[src/rtl/exec_pkg.sv]
// Shared definitions for the EX stage: ALU opcodes, multiplier FSM states, flag bit positions.
package exec_pkg;

  localparam int unsigned OPC_W = 5;

  localparam logic [OPC_W-1:0] ALU_ADD  = 5'd0;
  localparam logic [OPC_W-1:0] ALU_SUB  = 5'd1;
  localparam logic [OPC_W-1:0] ALU_XOR  = 5'd2;
  localparam logic [OPC_W-1:0] ALU_AND  = 5'd3;
  localparam logic [OPC_W-1:0] ALU_OR   = 5'd4;
  localparam logic [OPC_W-1:0] ALU_SLL  = 5'd5;
  localparam logic [OPC_W-1:0] ALU_SRA  = 5'd6;
  localparam logic [OPC_W-1:0] ALU_ROR  = 5'd7;
  localparam logic [OPC_W-1:0] ALU_LLB  = 5'd8;
  localparam logic [OPC_W-1:0] ALU_LHB  = 5'd9;
  localparam logic [OPC_W-1:0] ALU_PASS = 5'd10;
  localparam logic [OPC_W-1:0] ALU_MUL  = 5'd11;

  // flag = {Z, V, N}
  localparam int unsigned FLAG_Z = 2;
  localparam int unsigned FLAG_V = 1;
  localparam int unsigned FLAG_N = 0;

  typedef enum logic [1:0] {
    StIdle,
    StBusy,
    StDone
  } fsm_state_t;

endpackage

[src/rtl/exec_mul_iter.sv]
// Iterative shift-add multiplier: one partial product per cycle, keeps the low DATA_W bits.
module exec_mul_iter #(
  parameter int unsigned DATA_W = 16
) (
  input  logic              clk,
  input  logic              rst_n,
  input  logic              start,
  input  logic              abort,
  input  logic [DATA_W-1:0] op_a,
  input  logic [DATA_W-1:0] op_b,
  output logic              busy,
  output logic              done,
  output logic [DATA_W-1:0] product
);
  import exec_pkg::*;

  localparam int unsigned CNT_W = (DATA_W > 1) ? $clog2(DATA_W) : 1;
  localparam logic [CNT_W-1:0] LAST = CNT_W'(DATA_W - 1);

  fsm_state_t        state_q, state_d;
  logic [CNT_W-1:0]  cnt_q, cnt_d;
  logic [DATA_W-1:0] mcand_q, mcand_d;
  logic [DATA_W-1:0] mplier_q, mplier_d;
  logic [DATA_W-1:0] acc_q, acc_d;

  // State and datapath registers.
  always_ff @(posedge clk or negedge rst_n) begin
    if (!rst_n) begin
      state_q  <= StIdle;
      cnt_q    <= '0;
      mcand_q  <= '0;
      mplier_q <= '0;
      acc_q    <= '0;
    end else begin
      state_q  <= state_d;
      cnt_q    <= cnt_d;
      mcand_q  <= mcand_d;
      mplier_q <= mplier_d;
      acc_q    <= acc_d;
    end
  end

  // Next state, shift-add step and the busy (stall) indication.
  always_comb begin
    state_d  = state_q;
    cnt_d    = cnt_q;
    mcand_d  = mcand_q;
    mplier_d = mplier_q;
    acc_d    = acc_q;
    busy     = 1'b0;
    unique case (state_q)
      StIdle: begin
        if (start) begin
          busy     = 1'b1;
          state_d  = StBusy;
          cnt_d    = '0;
          mcand_d  = op_a;
          mplier_d = op_b;
          acc_d    = '0;
        end
      end
      StBusy: begin
        busy = 1'b1;
        if (mplier_q[0]) acc_d = acc_q + mcand_q;
        mcand_d  = mcand_q << 1;
        mplier_d = mplier_q >> 1;
        cnt_d    = cnt_q + 1'b1;
        if (cnt_q == LAST) begin
          state_d = StDone;
          cnt_d   = '0;
        end
      end
      StDone:  state_d = StIdle;
      default: state_d = StIdle;
    endcase
    // Abort wins in every state and releases the stall in the same cycle.
    if (abort) begin
      state_d = StIdle;
      cnt_d   = '0;
      busy    = 1'b0;
    end
    // No stall may be reported while the core is held in reset.
    if (!rst_n) busy = 1'b0;
  end

  assign done    = (state_q == StDone);
  assign product = acc_q;

endmodule

[src/rtl/execute_stage_fwd.sv]
// EX stage: two-level operand forwarding, single-cycle ALU, iterative MUL, EX/MEM register, flags.
module execute_stage_fwd #(
  parameter int unsigned DATA_W = 16,
  parameter int unsigned REG_AW = 4,
  parameter int unsigned OP_W   = 5
) (
  input  logic              clk,
  input  logic              rst_n,
  input  logic              id_valid,
  input  logic              id_regwrite,
  input  logic [1:0]        id_memtoreg,
  input  logic              id_memread,
  input  logic              id_memwrite,
  input  logic [OP_W-1:0]   id_aluop,
  input  logic              id_alusrc,
  input  logic [DATA_W-1:0] id_reg1,
  input  logic [DATA_W-1:0] id_reg2,
  input  logic [DATA_W-1:0] id_imm,
  input  logic [REG_AW-1:0] id_rs1addr,
  input  logic [REG_AW-1:0] id_rs2addr,
  input  logic [REG_AW-1:0] id_rdaddr,
  input  logic              flush,
  input  logic              mem_regwrite,
  input  logic              mem_memread,
  input  logic [REG_AW-1:0] mem_regwraddr,
  input  logic [DATA_W-1:0] mem_aluresult,
  input  logic              wb_regwrite,
  input  logic [REG_AW-1:0] wb_regwraddr,
  input  logic [DATA_W-1:0] wb_regwrdata,
  output logic              ex_stall,
  output logic              ex_valid_out,
  output logic              ex_regwrite_out,
  output logic [1:0]        ex_memtoreg_out,
  output logic              ex_memread_out,
  output logic              ex_memwrite_out,
  output logic [DATA_W-1:0] ex_alu_out,
  output logic [DATA_W-1:0] ex_store_data_out,
  output logic [REG_AW-1:0] ex_regwraddr_out,
  output logic [2:0]        flag
);
  import exec_pkg::*;

  localparam int unsigned MSB = DATA_W - 1;

  logic [DATA_W-1:0] src1_fwd, src2_fwd, op2;
  logic [DATA_W-1:0] alu_res, mul_product;
  logic [3:0]        shamt;
  logic              upd_znv, upd_z, ovf;
  logic              mul_start, mul_done, commit;

  // Forwarding: WB applied first so a matching MEM result overrides it.
  always_comb begin
    src1_fwd = id_reg1;
    src2_fwd = id_reg2;
    if (wb_regwrite && wb_regwraddr == id_rs1addr && id_rs1addr != '0) src1_fwd = wb_regwrdata;
    if (wb_regwrite && wb_regwraddr == id_rs2addr && id_rs2addr != '0) src2_fwd = wb_regwrdata;
    // A load in MEM has no data yet, so it is never a forwarding source.
    if (mem_regwrite && !mem_memread && mem_regwraddr == id_rs1addr && id_rs1addr != '0) begin
      src1_fwd = mem_aluresult;
    end
    if (mem_regwrite && !mem_memread && mem_regwraddr == id_rs2addr && id_rs2addr != '0) begin
      src2_fwd = mem_aluresult;
    end
  end

  assign op2   = id_alusrc ? id_imm : src2_fwd;
  assign shamt = op2[3:0];

  // ALU result and which flags the operation is allowed to update.
  always_comb begin
    alu_res = '0;
    upd_znv = 1'b0;
    upd_z   = 1'b0;
    ovf     = 1'b0;
    case (id_aluop)
      OP_W'(ALU_ADD): begin
        alu_res = src1_fwd + op2;
        ovf     = (src1_fwd[MSB] == op2[MSB]) && (alu_res[MSB] != src1_fwd[MSB]);
        upd_znv = 1'b1;
      end
      OP_W'(ALU_SUB): begin
        alu_res = src1_fwd - op2;
        ovf     = (src1_fwd[MSB] != op2[MSB]) && (alu_res[MSB] != src1_fwd[MSB]);
        upd_znv = 1'b1;
      end
      OP_W'(ALU_XOR): begin alu_res = src1_fwd ^ op2;             upd_z = 1'b1; end
      OP_W'(ALU_AND): begin alu_res = src1_fwd & op2;             upd_z = 1'b1; end
      OP_W'(ALU_OR):  begin alu_res = src1_fwd | op2;             upd_z = 1'b1; end
      OP_W'(ALU_SLL): begin alu_res = src1_fwd << shamt;          upd_z = 1'b1; end
      OP_W'(ALU_SRA): begin alu_res = $signed(src1_fwd) >>> shamt; upd_z = 1'b1; end
      OP_W'(ALU_ROR): begin
        // A zero amount shifts the left term out entirely, leaving the operand unchanged.
        alu_res = (src1_fwd >> shamt) | (src1_fwd << (DATA_W - 32'(shamt)));
        upd_z   = 1'b1;
      end
      OP_W'(ALU_LLB):  alu_res = {src1_fwd[DATA_W-1:8], op2[7:0]};
      OP_W'(ALU_LHB):  alu_res = {op2[7:0], src1_fwd[DATA_W-9:0]};
      OP_W'(ALU_PASS): alu_res = op2;
      OP_W'(ALU_MUL):  alu_res = mul_done ? mul_product : '0;
      default:         alu_res = '0;
    endcase
  end

  assign mul_start = id_valid && (id_aluop == OP_W'(ALU_MUL));

  exec_mul_iter #(
    .DATA_W(DATA_W)
  ) u_mul (
    .clk    (clk),
    .rst_n  (rst_n),
    .start  (mul_start),
    .abort  (flush),
    .op_a   (src1_fwd),
    .op_b   (op2),
    .busy   (ex_stall),
    .done   (mul_done),
    .product(mul_product)
  );

  assign commit = id_valid && !flush && !ex_stall;

  // EX/MEM register: real result on commit, otherwise an all-zero bubble.
  always_ff @(posedge clk or negedge rst_n) begin
    if (!rst_n) begin
      ex_valid_out      <= 1'b0;
      ex_regwrite_out   <= 1'b0;
      ex_memtoreg_out   <= '0;
      ex_memread_out    <= 1'b0;
      ex_memwrite_out   <= 1'b0;
      ex_alu_out        <= '0;
      ex_store_data_out <= '0;
      ex_regwraddr_out  <= '0;
    end else if (commit) begin
      ex_valid_out      <= 1'b1;
      ex_regwrite_out   <= id_regwrite;
      ex_memtoreg_out   <= id_memtoreg;
      ex_memread_out    <= id_memread;
      ex_memwrite_out   <= id_memwrite;
      ex_alu_out        <= alu_res;
      ex_store_data_out <= src2_fwd;
      ex_regwraddr_out  <= id_rdaddr;
    end else begin
      ex_valid_out      <= 1'b0;
      ex_regwrite_out   <= 1'b0;
      ex_memtoreg_out   <= '0;
      ex_memread_out    <= 1'b0;
      ex_memwrite_out   <= 1'b0;
      ex_alu_out        <= '0;
      ex_store_data_out <= '0;
      ex_regwraddr_out  <= '0;
    end
  end

  // Flags change only on commit; logic/shift ops touch Z alone.
  always_ff @(posedge clk or negedge rst_n) begin
    if (!rst_n) begin
      flag <= '0;
    end else if (commit) begin
      if (upd_znv) begin
        flag[FLAG_Z] <= (alu_res == '0);
        flag[FLAG_V] <= ovf;
        flag[FLAG_N] <= alu_res[MSB];
      end else if (upd_z) begin
        flag[FLAG_Z] <= (alu_res == '0);
      end
    end
  end

endmodule

[config.mk]
export PLATFORM = sky130hd
export DESIGN_NAME = execute_stage_fwd
export DESIGN_NICKNAME = d
export VERILOG_FILES = /design/src/rtl/exec_pkg.sv /design/src/rtl/exec_mul_iter.sv /design/src/rtl/execute_stage_fwd.sv
export SDC_FILE = /design/constraint.sdc
export NUM_CORES = 1
export LEC_CHECK = 0
export ABC_AREA = 1
export CORE_MARGIN = 8
export CORE_UTILIZATION = 41
export CTS_BUF_LIST = sky130_fd_sc_hd__clkbuf_16
export DETAILED_ROUTE_END_ITERATION = 8
export PLACE_DENSITY_LB_ADDON = 0.15
export SLEW_MARGIN = 10
export SYNTH_ARGS = -nofsm -noshare
export SYNTH_HDL_FRONTEND = slang
export SYNTH_SLANG_ARGS = --single-unit
[constraint.sdc]
create_clock -name clk -period 7.5 [get_ports clk]
set_clock_uncertainty 0.1 [all_clocks]
set_input_delay 1.125 -clock clk [delete_from_list [all_inputs] [get_ports clk]]
set_output_delay 1.125 -clock clk [all_outputs]
set_load 0.01 [all_outputs]
Word-level counts from Yosys, hierarchy flattened
Cells that the tools add are included.
{"block": "word_totals", "reg_bits": 99, "input_bits": 118, "output_inout_bits": 46, "wordCells": 126}
{"block": "op_classes", "add_sub_neg": 5, "n_eq_ne": 26, "shift": 4, "mux": 39, "n_bitwise": 4, "n_reduce_logical": 33}
{"cell": "16-bit 2-to-1 mux", "n": 12}
{"cell": "16-bit one-hot mux with 12 select lines", "n": 1}
{"cell": "16-bit one-hot mux with 2 select lines", "n": 3}
{"cell": "16-bit adder", "n": 2}
{"cell": "16-bit OR", "n": 2}
{"cell": "16-bit by 32-bit << shifter with 16-bit output", "n": 1}
{"cell": "5-bit by 3-bit equality test with 1-bit output (second input constant)", "n": 4}
{"cell": "5-bit by 4-bit equality test with 1-bit output (second input constant)", "n": 4}
{"cell": "16-bit AND", "n": 1}
{"cell": "4-bit equality test", "n": 4}
{"cell": "16-bit zero test", "n": 1}
{"cell": "4-bit 2-to-1 mux", "n": 4}
{"cell": "16-bit by 4-bit << shifter with 16-bit output", "n": 1}
{"cell": "16-bit by 4-bit >> shifter with 16-bit output", "n": 1}
{"cell": "16-bit by 4-bit >>> shifter with 16-bit output", "n": 1}
{"cell": "16-bit subtractor", "n": 1}
{"cell": "16-bit XOR", "n": 1}
{"cell": "1-bit logical AND", "n": 14}
{"cell": "1-bit 2-to-1 mux", "n": 11}
{"cell": "5-bit by 2-bit equality test with 1-bit output (second input constant)", "n": 2}
{"cell": "2-bit AND reduction", "n": 5}
{"cell": "2-bit 2-to-1 mux", "n": 4}
{"cell": "4-bit one-hot mux with 2 select lines", "n": 1}
{"cell": "4-bit nonzero test", "n": 2}
{"cell": "22 further kinds", "n": 28}

Depth between registers and ports, before layout
Gate-level depths: netlist of the first run.
{"block": "depth", "depth_word": 13, "depth_mapped": 35, "mapped_depth_nobuf": 33}

Cells and area by module
Synthesis of the first run repeated with hierarchy kept, for this count alone.
{"block": "unflattened", "hier_cells": 1903, "hier_area_um2": 11372.2}
{"mod": "execute_stage_fwd", "n_inst": 1, "cells_per_inst": 1462, "area_each_um2": 8146.6, "seq_area_each_um2": 1126.1}
{"mod": "exec_mul_iter", "n_inst": 1, "cells_per_inst": 441, "area_each_um2": 3225.6, "seq_area_each_um2": 1351.3}

Worst setup path before layout of the first run
Ideal clock, no wire load.
{"block": "synth_path", "path_kind": "input to register", "from": "in mem_regwrite", "to": "reg flag[2]", "setup_ps": 65, "arrival_time_ps": 4428, "required_time_ps": 7335, "path_slack_ps": 2906, "path_stages": 28, "path_buffers": 3, "cell_sequence": "inv_1 > nor2_1 > o21ai_1 > nor2_4 > nand3_4 > buf_6 > buf_4 > nand3_1 > o21ai_1 > o21a_1 > ha_1 > clkbuf_1 > nor2_1 > o21ai_0 > o211ai_1 > a31o_2 > or2_2 > a21oi_1 > nand2_1 > nor2_1 > nand2_1 > nor2_2 > nand2_1 > nor2_1 > nand2_1 > nor2_1 > nand3_1 > nand2_1"}
{"block": "synth_between", "elab_chain_cells": 12, "word_cells_on_any_way": 23, "classes_between": "3 x add/sub; 4 x shift; 6 x mux; 4 x bitwise; 6 x reduce/logical"}
{"element": "start: declaration", "line_no": "execute_stage_fwd.sv:23", "text": "input logic mem_regwrite,"}
{"element": "1-bit logical AND (*)", "line_no": "execute_stage_fwd.sv:58, execute_stage_fwd.sv:61"}
{"element": "1-bit logical AND (2 in series)", "line_no": "execute_stage_fwd.sv:61", "text": "if (mem_regwrite && !mem_memread && mem_regwraddr == id_rs2addr && id_rs2addr != '0) begin"}
{"element": "16-bit 2-to-1 mux", "line_no": "execute_stage_fwd.sv:61"}
{"element": "16-bit 2-to-1 mux", "line_no": "execute_stage_fwd.sv:66", "text": "assign op2 = id_alusrc ? id_imm : src2_fwd;"}
{"element": "5-bit by 4-bit subtractor with 6-bit output", "line_no": "execute_stage_fwd.sv:93", "text": "alu_res = (src1_fwd >> shamt) | (src1_fwd << (DATA_W - 32'(shamt)));"}
{"element": "16-bit by 32-bit << shifter with 16-bit output", "line_no": "execute_stage_fwd.sv:93"}
{"element": "16-bit OR", "line_no": "execute_stage_fwd.sv:93"}
{"element": "16-bit one-hot mux with 12 select lines (*)", "line_no": "execute_stage_fwd.sv:75", "text": "case (id_aluop)"}
{"element": "16-bit zero test (*)", "line_no": "execute_stage_fwd.sv:160, execute_stage_fwd.sv:164"}
{"element": "1-bit 2-to-1 mux", "line_no": "execute_stage_fwd.sv:163", "text": "end else if (upd_z) begin"}
{"element": "1-bit 2-to-1 mux (*)", "line_no": "execute_stage_fwd.sv:159", "text": "if (upd_znv) begin"}
{"element": "end signal: indexed assignment", "line_no": "execute_stage_fwd.sv:160", "text": "flag[FLAG_Z] <= (alu_res == '0);"}
{"element": "end signal: indexed assignment", "line_no": "execute_stage_fwd.sv:161", "text": "flag[FLAG_V] <= ovf;"}
{"element": "end signal: indexed assignment", "line_no": "execute_stage_fwd.sv:164", "text": "flag[FLAG_Z] <= (alu_res == '0);"}
{"element": "end: declaration", "line_no": "execute_stage_fwd.sv:39", "text": "output logic [2:0] flag"}
Mark *: on every way between the ends. The rest lies on a longest branch, timed or not. The select of a mux whose other input is x is not followed.
A chain may end at the register's enable or synchronous reset.

Worst setup path in the final report of the first run
{"block": "layout_path", "from": "in wb_regwraddr[2]", "to": "reg flag[2]"}
{"block": "layout_between", "elab_chain_cells": 13, "word_cells_on_any_way": 26, "classes_between": "3 x add/sub; 2 x eq/ne; 4 x shift; 8 x mux; 4 x bitwise; 5 x reduce/logical"}
{"element": "start: declaration", "line_no": "execute_stage_fwd.sv:28", "text": "input logic [REG_AW-1:0] wb_regwraddr,"}
{"element": "4-bit equality test", "line_no": "execute_stage_fwd.sv:56", "text": "if (wb_regwrite && wb_regwraddr == id_rs2addr && id_rs2addr != '0) src2_fwd = wb_regwrdata;"}
{"element": "1-bit logical AND (2 in series)", "line_no": "execute_stage_fwd.sv:56"}
{"element": "16-bit 2-to-1 mux", "line_no": "execute_stage_fwd.sv:56"}
{"element": "16-bit 2-to-1 mux", "line_no": "execute_stage_fwd.sv:61"}
{"element": "16-bit 2-to-1 mux", "line_no": "execute_stage_fwd.sv:66"}
{"element": "5-bit by 4-bit subtractor with 6-bit output", "line_no": "execute_stage_fwd.sv:93"}
{"element": "16-bit by 32-bit << shifter with 16-bit output", "line_no": "execute_stage_fwd.sv:93"}
{"element": "16-bit OR", "line_no": "execute_stage_fwd.sv:93"}
{"element": "16-bit one-hot mux with 12 select lines (*)", "line_no": "execute_stage_fwd.sv:75"}
{"element": "16-bit zero test (*)", "line_no": "execute_stage_fwd.sv:160, execute_stage_fwd.sv:164"}
{"element": "1-bit 2-to-1 mux", "line_no": "execute_stage_fwd.sv:163"}
{"element": "1-bit 2-to-1 mux (*)", "line_no": "execute_stage_fwd.sv:159"}
Marked as above.

==> results.md, run 1 <==
- Final #Nets: 2100
- Hpwl dp: 38300 um
- # hold bufs at CTS: 0
- CTS tree: yes
- Core area: 27000 um2
- Largest net degree at the start of global routing: 58
- Worst Hold Class: register to register
- Ys async rst share: 100%
- Max Cap Violations: 0
- Synth top cells by count: nand2_1 (522), nand3_1 (244), inv_1 (190)
- Average cell area after synthesis: 6.27 um2
- Post-synthesis cell count: 1795
- Outcome: finished clean
- Post-cts gate resize count: 0
- Peak VDD IR: 0.127 mV
- Slew Limit Fails: 0
- Startpoint Class: input pin
- Drt pass-1 iters: 6
- Post-CTS setup buffer count: 0
- Period minus WS final: 5.92 ns
- # port buffers: 163
- Post-synth top area share: 22.0%
- Top cells by area, synth: dfrtp_1 (22%), nand2_1 (17%), nand3_1 (11%)
- Unrepaired setup endpoints after global routing: false
- Initial DRC count: 1514
- Total CTS buffers: 9
- Yosys top cell by area: dfrtp_1
- Vias in the first global route: 12400
- Clock Sinks: 99
- Remaining DRCs: 0
- LEAKAGE: 6.69 nW
- Crit-path max FO: 19
- Primary FF master, synth: dfrtp_1
- Area growth syn-to-layout: 18.2%
- Worst setup path class: input pin to register
- Crit path from: wb_regwraddr[2]
- Max_slew headroom: 30.8%
- Post-synthesis sequential area ratio: 22.0%
- Slew @ Worst Pin: 1.03 ns
- Synth unique cells: 52
- Yosys reg bits: 99
- Setup-failing EPs final: 0
- GP Congestion: 0.990
- Power Dens Cells: 177 nW/um2
- # fillers: 2869
- CTS H-tree depth: 3
- Worst-Skew Late Latency: 0.37 ns
- Crit. End Element: register
- N_diodes: 0
- Final instance area: 13300 um2
- R2r startpoint: u_mul.state_q[0]
- Setup TNS: 0 ns
- CTS clock-pin slew for the worst setup and hold paths: 0.08 ns
- Max Clk Rate: 169 MHz
- Hold slack final: 0.392 ns
- Critical path data required time: 7.70 ns
- Min-delay src: flag[0]
- Initial antenna violation count: 0
- Synth warn: 0
- Area post-placement: 13000 um2
- Final hold vios: 0
- Routed len/inst: 21.5 um
- Synthesized area: 11300 um2
- Worst path slowest cell: nor3_4
- Share of layout cells above drive strength 1: 7.41%
- Total GRT Usage: 28.9%
- Die width: 182 um
- Most frequent cell after synthesis: nand2_1
- Crit path DAT: 6.13 ns
- Max incr delay on CP: 0.59 ns
- Initial Utilization: 41.8%
- WL final: 48500 um
- GRT overflow: 0
- Most used cell along the critical path: nand2_1
- Final Cycle Share: 79.0%
- DRT antenna net count: 0
- Multi-input gate area: 7570 um2
- Via count: 13000
- Number of flops mapped to enable cells by yosys: 0
- Num rows: 60
- Power, Total: 2.36 mW
- Die area: 33000 um2
- I/O pin count: 164
- Final core utilization: 49.3%
- Post-Syn Nets: 1984
- Die Height: 182 um
- First-pass GRT wire length: 74500 um
- Vias/cell: 5.76
- CTS max path bufs: 2
- Register area: 2480 um2
- Root buffer cell: clkbuf_16
[path summary, 6_finish.rpt]
check | to | slack [ns] | depth (start not counted)
min | flag[0] | 0.39 | 2
max | flag[2] | 1.58 | 31
max reg2reg | flag[2] | 3.95 | 15
min in group asynchronous | ex_alu_out[13] | 0.64 | 1
min reg2reg | flag[0] | 0.39 | 2
max in group asynchronous | u_mul.product[1] | 5.40 | 2
[area by class of cell]
cell class / instances / area share (%)
timing repair buffer: 177 / 13.0
tap: 341 / 3.21
clock buffer: 9 / 1.69
sequential: 99 / 18.6
clock inverter: 7 / 0.668
multi-input combinational: 1418 / 56.9
inverter: 206 / 5.81
[per-stage QoR]
step | setup slack, ns | instances
floorplan | 2.91 | 1795
global route | 1.16 | 2257
finish | 1.58 | 2257
detailed placement | 1.36 | 2241
CTS | 1.73 | 2257
global placement | 1.34 | 2241
[power breakdown]
| group | switching (mW) | internal (mW) |
|---|---|---|
| sequential | 0.100 | 0.629 |
| clock | 0.271 | 0.242 |
| combinational | 0.720 | 0.397 |
[sequential cells by signal (all words and copies together), names as in the netlist, 2 cells and up]
| register | flops |
|---|---|
| ex_store_data_out | 16 |
| flag | 3 |
| ex_regwraddr_out | 4 |
| ex_alu_out | 16 |
| u_mul.mplier_q | 16 |
| u_mul.mcand_q | 16 |
| u_mul.cnt_q | 4 |
| u_mul.state_q | 2 |
| u_mul.product | 16 |
| ex_memtoreg_out | 2 |
[critical path, delay by kind of cell]
kind,cells,cell delay [ns]
AOI/OAI and AO/OA,4,1.01
adders and majority gates,1,0.42
and+or+nand+nor,22,2.66
buffers and inverters,4,0.88
[cell usage in the layout (no fill, tap or decap), types with 5 or more instances in the layout]
cell type,n
a21oi_1,88
inv_2,13
nor2_1,163
inv_1,190
nor3_1,12
nand3_4,8
o21a_1,6
o31ai_1,5
nand3_1,244
or2_2,11
o22ai_1,14
o221ai_1,21
nand2_4,8
nor2_2,8
clkbuf_16,9
a221oi_1,8
nand3_2,20
nand4_1,28
nand2_1,522
nand2_2,27
clkdlybuf4s50_1,162
a211oi_1,5
o211ai_1,25
o21bai_1,6
dfrtp_1,99
a31oi_1,6
buf_4,15
o21ai_1,14
xor2_1,10
ha_1,68
nor2_4,6
o2111ai_1,5
o21ai_0,55
[metal layers]
layer / vias to the layer above / track usage (%) / share of wire, %
li1: 6175 / - / -
met1: 6127 / 39.9 / 44
met2: 629 / 45.7 / 45
met3: 76 / 4.35 / 8.7
met4: 0 / 8.86 / 2.8
met5: - / 0 / 0
[cell families after synthesis]
logic type	Yosys count	synth area share, %
DFF	99	22.0
AOI/OAI and AO/OA	270	14.9
xor gates and xnor gates	10	0.778
buffers and inverters	278	10.7
and+or+nand+nor	1067	43.5
adders and majority gates	71	8.09
Note: power is estimated with default switching activity, not from simulation.
==> run 2: changes to the inputs <==
==> constraint.sdc (replaced) <==
create_clock -name clk -period 5.3 [get_ports clk]
set_clock_uncertainty 0.1 [all_clocks]
set_input_delay 0.795 -clock clk [delete_from_list [all_inputs] [get_ports clk]]
set_output_delay 0.795 -clock clk [all_outputs]
set_load 0.01 [all_outputs]
==> run 2 against run 1 <==
Design area rose by 4.6%. Global-route usage rose by 1.1 points. Die area did not move. Total power rose by 46%. Register-to-register slack got worse by 2.1 ns. Combinational power rose by 48%. Highest routed layer unchanged.
==> results.md, run 2 (synthesis gave the netlist of run 1 again) <==
- Outcome: finished clean (unchanged)
- Setup-failing EPs final: 0 (unchanged)
- Final core utilization: 51.6% (was 49.3%)
- Vias/cell: 5.65 (was 5.76)
- Initial Utilization: 41.8% (unchanged)
- Final Cycle Share: 93.7%
- Crit. End Element: register (unchanged)
- GP Congestion: 0.997 (was 0.990)
- I/O pin count: 164 (unchanged)
- Startpoint Class: input pin (unchanged)
- Total GRT Usage: 30.0% (was 28.9%)
- GRT overflow: 0 (unchanged)
- Clock Sinks: 99 (unchanged)
- Register area: 2480 um2 (unchanged)
- Die width: 182 um (unchanged)
- CTS tree: yes (unchanged)
- Area growth syn-to-layout: 23.6% (was 18.2%)
- Max Cap Violations: 0 (unchanged)
- Worst path slowest cell: clkdlybuf4s50_1 (was nor3_4)
- Crit path DAT: 5.18 ns (was 6.13 ns)
- CTS clock-pin slew for the worst setup and hold paths: 0.08 ns (about the same)
- Most frequent cells in the layout: nand2_1 (522), nand3_1 (243), inv_1 (190) (was nand2_1 (522), nand3_1 (244), inv_1 (190))
- Critical path data required time: 5.52 ns (was 7.70 ns)
- Multi-input gate area: 7580 um2 (was 7570 um2)
- Unrepaired setup endpoints after global routing: false (unchanged)
- LEAKAGE: 7.07 nW (was 6.69 nW)
- Drt pass-1 iters: 6 (unchanged)
- Commonest non-fill, non-tap cell in the layout: nand2_1 (unchanged)
- Worst Hold Class: input pin to asynchronous set/reset pin (was register to register)
- Largest net degree at the start of global routing: 54 (was 58)
- Core area: 27000 um2 (unchanged)
- Worst setup path class: input pin to register (unchanged)
- Die Height: 182 um (unchanged)
- Initial antenna violation count: 1 (was 0)
- Crit-path max FO: 8 (was 19)
- Slew Limit Fails: 0 (unchanged)
- CTS H-tree depth: 3 (unchanged)
- Worst Slack Setup Final: 0.332 ns (was 1.58 ns)
- Final #Nets: 2177 (was 2100)
- Root buffer cell: clkbuf_16 (unchanged)
- Max_slew headroom: 34.5% (was 30.8%)
- Peak VDD IR: 0.214 mV (was 0.127 mV)
- Share of layout cells above drive strength 1: 11.1% (was 7.41%)
- Setup TNS: 0 ns (unchanged)
- Post-cts gate resize count: 0 (unchanged)
- Remaining DRCs: 0 (unchanged)
- Vias in the first global route: 12700 (was 12400)
- First-pass GRT wire length: 76400 um (was 74500 um)
- Slew @ Worst Pin: 0.980 ns (was 1.03 ns)
- CTS max path bufs: 2 (unchanged)
- DRT antenna net count: 0 (unchanged)
- Most used cell along the critical path: nand2_1 (unchanged)
- Final hold vios: 0 (unchanged)
- # hold bufs at CTS: 0 (unchanged)
- Num rows: 60 (unchanged)
- Power Dens Cells: 247 nW/um2 (was 177 nW/um2)
- Total CTS buffers: 9 (unchanged)
- Via count: 13200 (was 13000)
- Routed len/inst: 21.5 um (about the same)
- WP buf/inv: 4 (unchanged)
- Initial DRC count: 1321 (was 1514)
- Die area: 33000 um2 (unchanged)
- Worst-Skew Late Latency: 0.38 ns (was 0.37 ns)
- # fillers: 2832 (was 2869)
- Period minus WS final: 4.97 ns
- Hpwl dp: 39700 um (was 38300 um)
- Max Clk Rate: 201 MHz
- Post-CTS setup buffer count: 0 (unchanged)
- Max incr delay on CP: 0.49 ns (was 0.59 ns)
- # port buffers: 163 (unchanged)
- Dpl ws: 0.0140 ns (was 1.36 ns)
- WL final: 50100 um (was 48500 um)
- CP delay by family, top: simple AND/OR/NAND/NOR gates (unchanged)
-- run 2: final timing paths --
| kind | to | slack [ns] | from | cells after the start |
|---|---|---|---|---|
| hold reg to reg | flag[1] | 0.39 | flag[1] | 1 |
| setup reg to reg | flag[1] | 1.86 | u_mul.state_q[0] | 12 |
| hold / removal | ex_alu_out[3] | 0.33 | rst_n | 1 |
| max in group asynchronous | u_mul.mcand_q[14] | 3.51 | rst_n | 2 |
| min in group clk | flag[1] | 0.39 | flag[1] | 1 |
| setup / recovery | flag[2] | 0.33 | wb_regwraddr[1] | 30 |
-- run 2: layer usage --
| layer | GRT usage (%) | vias to the layer above | routed length [um] |
|---|---|---|---|
| li1 | - | 6329 | - |
| met1 | 40.2 | 6228 | 21400 |
| met2 | 47.4 | 552 | 22700 |
| met3 | 6.45 | 74 | 4580 |
| met4 | 9.48 | 0 | 1370 |
| met5 | 0 | - | 0 |
-- run 2: where the power goes --
| part | leakage [nW] | total [mW] | switching (mW) | internal (mW) |
|---|---|---|---|---|
| Combinational | 5.62 | 1.66 | 1.04 | 0.627 |
| Clock | 0.154 | 0.730 | 0.387 | 0.343 |
| Sequential | 1.29 | 1.04 | 0.154 | 0.889 |
-- run 2: through the flow --
step                      area [um2]  cells  hold WS, ns  power (mW)
after floorplan                11300   1795        0.359        2.05
after global routing           13900   2335        0.390        3.67
final                          13900   2335        0.329        3.44
after CTS                      13900   2334        0.368        3.41
after global placement         13600   2318        0.370        2.66
after detailed placement       13600   2318        0.376        2.68
-- run 2: area by class of cell --
cell class	instances	area share, %
antenna	1	0.0180
clock buffer	9	1.62
clock inverter	7	0.657
inverter	206	5.58
multi-input combinational	1418	54.5
sequential	99	17.8
tap	341	3.07
timing repair buffer	254	16.7
==> RTL change (flow settings as in run 2) <==
Set the parameter `OP_W` to 10 (it was 5).
--- a/src/rtl/execute_stage_fwd.sv
+++ b/src/rtl/execute_stage_fwd.sv
@@ -4,3 +4,3 @@
   parameter int unsigned REG_AW = 4,
-  parameter int unsigned OP_W   = 5
+  parameter int unsigned OP_W   = 10
 ) (
Ports: changed (resized id_aluop); port bits go from 164 to 169. The function was not compared with the original's and may differ.
==> RTL change against run 2 <==
Sequential power fell by 17%; routed wire length rose by 7.4%; core utilization rose by 0.42 points; design area rose by 4.2%; sequential share of layout area fell by 0.72 points; sequential cell count did not move; power fell by 12%; die area rose by 3.1%; setup slack got worse by 51 ps; global-route usage rose by 1.3 points; synthesized area rose by 3.4%; non-clock buffer count rose by 20; largest power group unchanged; via count rose by 6.7%.
==> RTL change: results (changes against run 2) <==
Cell variety after synth 58 (+12%); compound-gate portion of the synthesized area 0.157 (+0.00819); Worst slew margin 0.379 (+0.0344); multi-input gate count 1485 (+4.7%); GP Congestion 1.06 (+5.9%); ant diodes 0 (-1); nets 2283 (+4.9%); top cells by count, synth nand2_1, nand3_1, inv_1; Data buffer area share 0.173 (+0.00620); critical path's slowest cell ha_2; via/cell ratio 5.69 (+0.80%); Non-clock inverters 220 (+6.8%); launch point of the worst path id_rs2addr[3]; WP data arrival 5230 ps (+50 ps); met1 Use GR 0.412 (+0.00982); Seq/total area 0.171 (-0.00720); sequential fraction of the synthesis area 0.213 (-0.00729); maximum VDD drop 160 uV (-25%); Iteration-0 DRC Markers 1583 (+20%); Fin Hold WS 306 ps (-23.0 ps); slowest stage delay, CP 560 ps (+70 ps); status complete, no violations; r2r startpoint u_mul.product[0]$_DFFE_PN0P_; GR Util met3 0.0618 (-0.00265); Placed Area 14200 sq um (+4.6%); vias 14100 (+6.7%); multi-input logic area 7920 sq um (+4.5%); Fill cells 2926 (+3.3%); Buffers, non-clock 274 (+7.9%); Placement Setup Slack -97.2 ps (-111 ps); synth top area cells dfrtp_1, nand2_1, nand3_1; Post-Route WL 53800 microns (+7.4%); XOR/XNOR Fraction of Synth Area 0.00376 (-0.00402); Max Clk Rate 199 MHz (-1.0%); share of cells above drive strength 1 0.129 (+0.0181); met2 Usage GRT 0.508 (+0.0346); port bufs 168 (+3.1%); placed cells 2456 (+6.0%); Die Wd 184 microns (+1.5%); clock network area share 0.0195 (-0.00325); Leak 7.31 nW (+3.4%); reg2reg setup slack 2260 ps (+400 ps)
==> RTL change: cell count changes in the layout (fill, tap and decap cells not counted), sizes merged, moves of 13 or more <==
cell,change
or2,+15
nand2,+38
o21ai,+20
o22ai,+14
inv,+16
nor2,-24
buf,+15
nor3,+13
==> RTL change: logic make-up after synthesis <==
kind of cell / after synthesis
buffers and inverters: 290
AND/OR/NAND/NOR: 1109
AO/OA/AOI/OAI: 300
flip-flops: 99
adder cells (fa/ha/maj): 71
XOR/XNOR: 5
==> RTL change: metal layers <==
metal	routed length (microns)	vias to the layer above
met3	5050	99
li1	-	6662
met2	24400	712
met4	1550	0
met5	0	-
met1	22800	6595
==> RTL change: power breakdown <==
group | switching [W] | internal [W]
logic | 0.000953 | 0.000517
clock network | 0.000354 | 0.000328
registers | 0.0000429 | 0.000817
total | 0.00135 | 0.00166
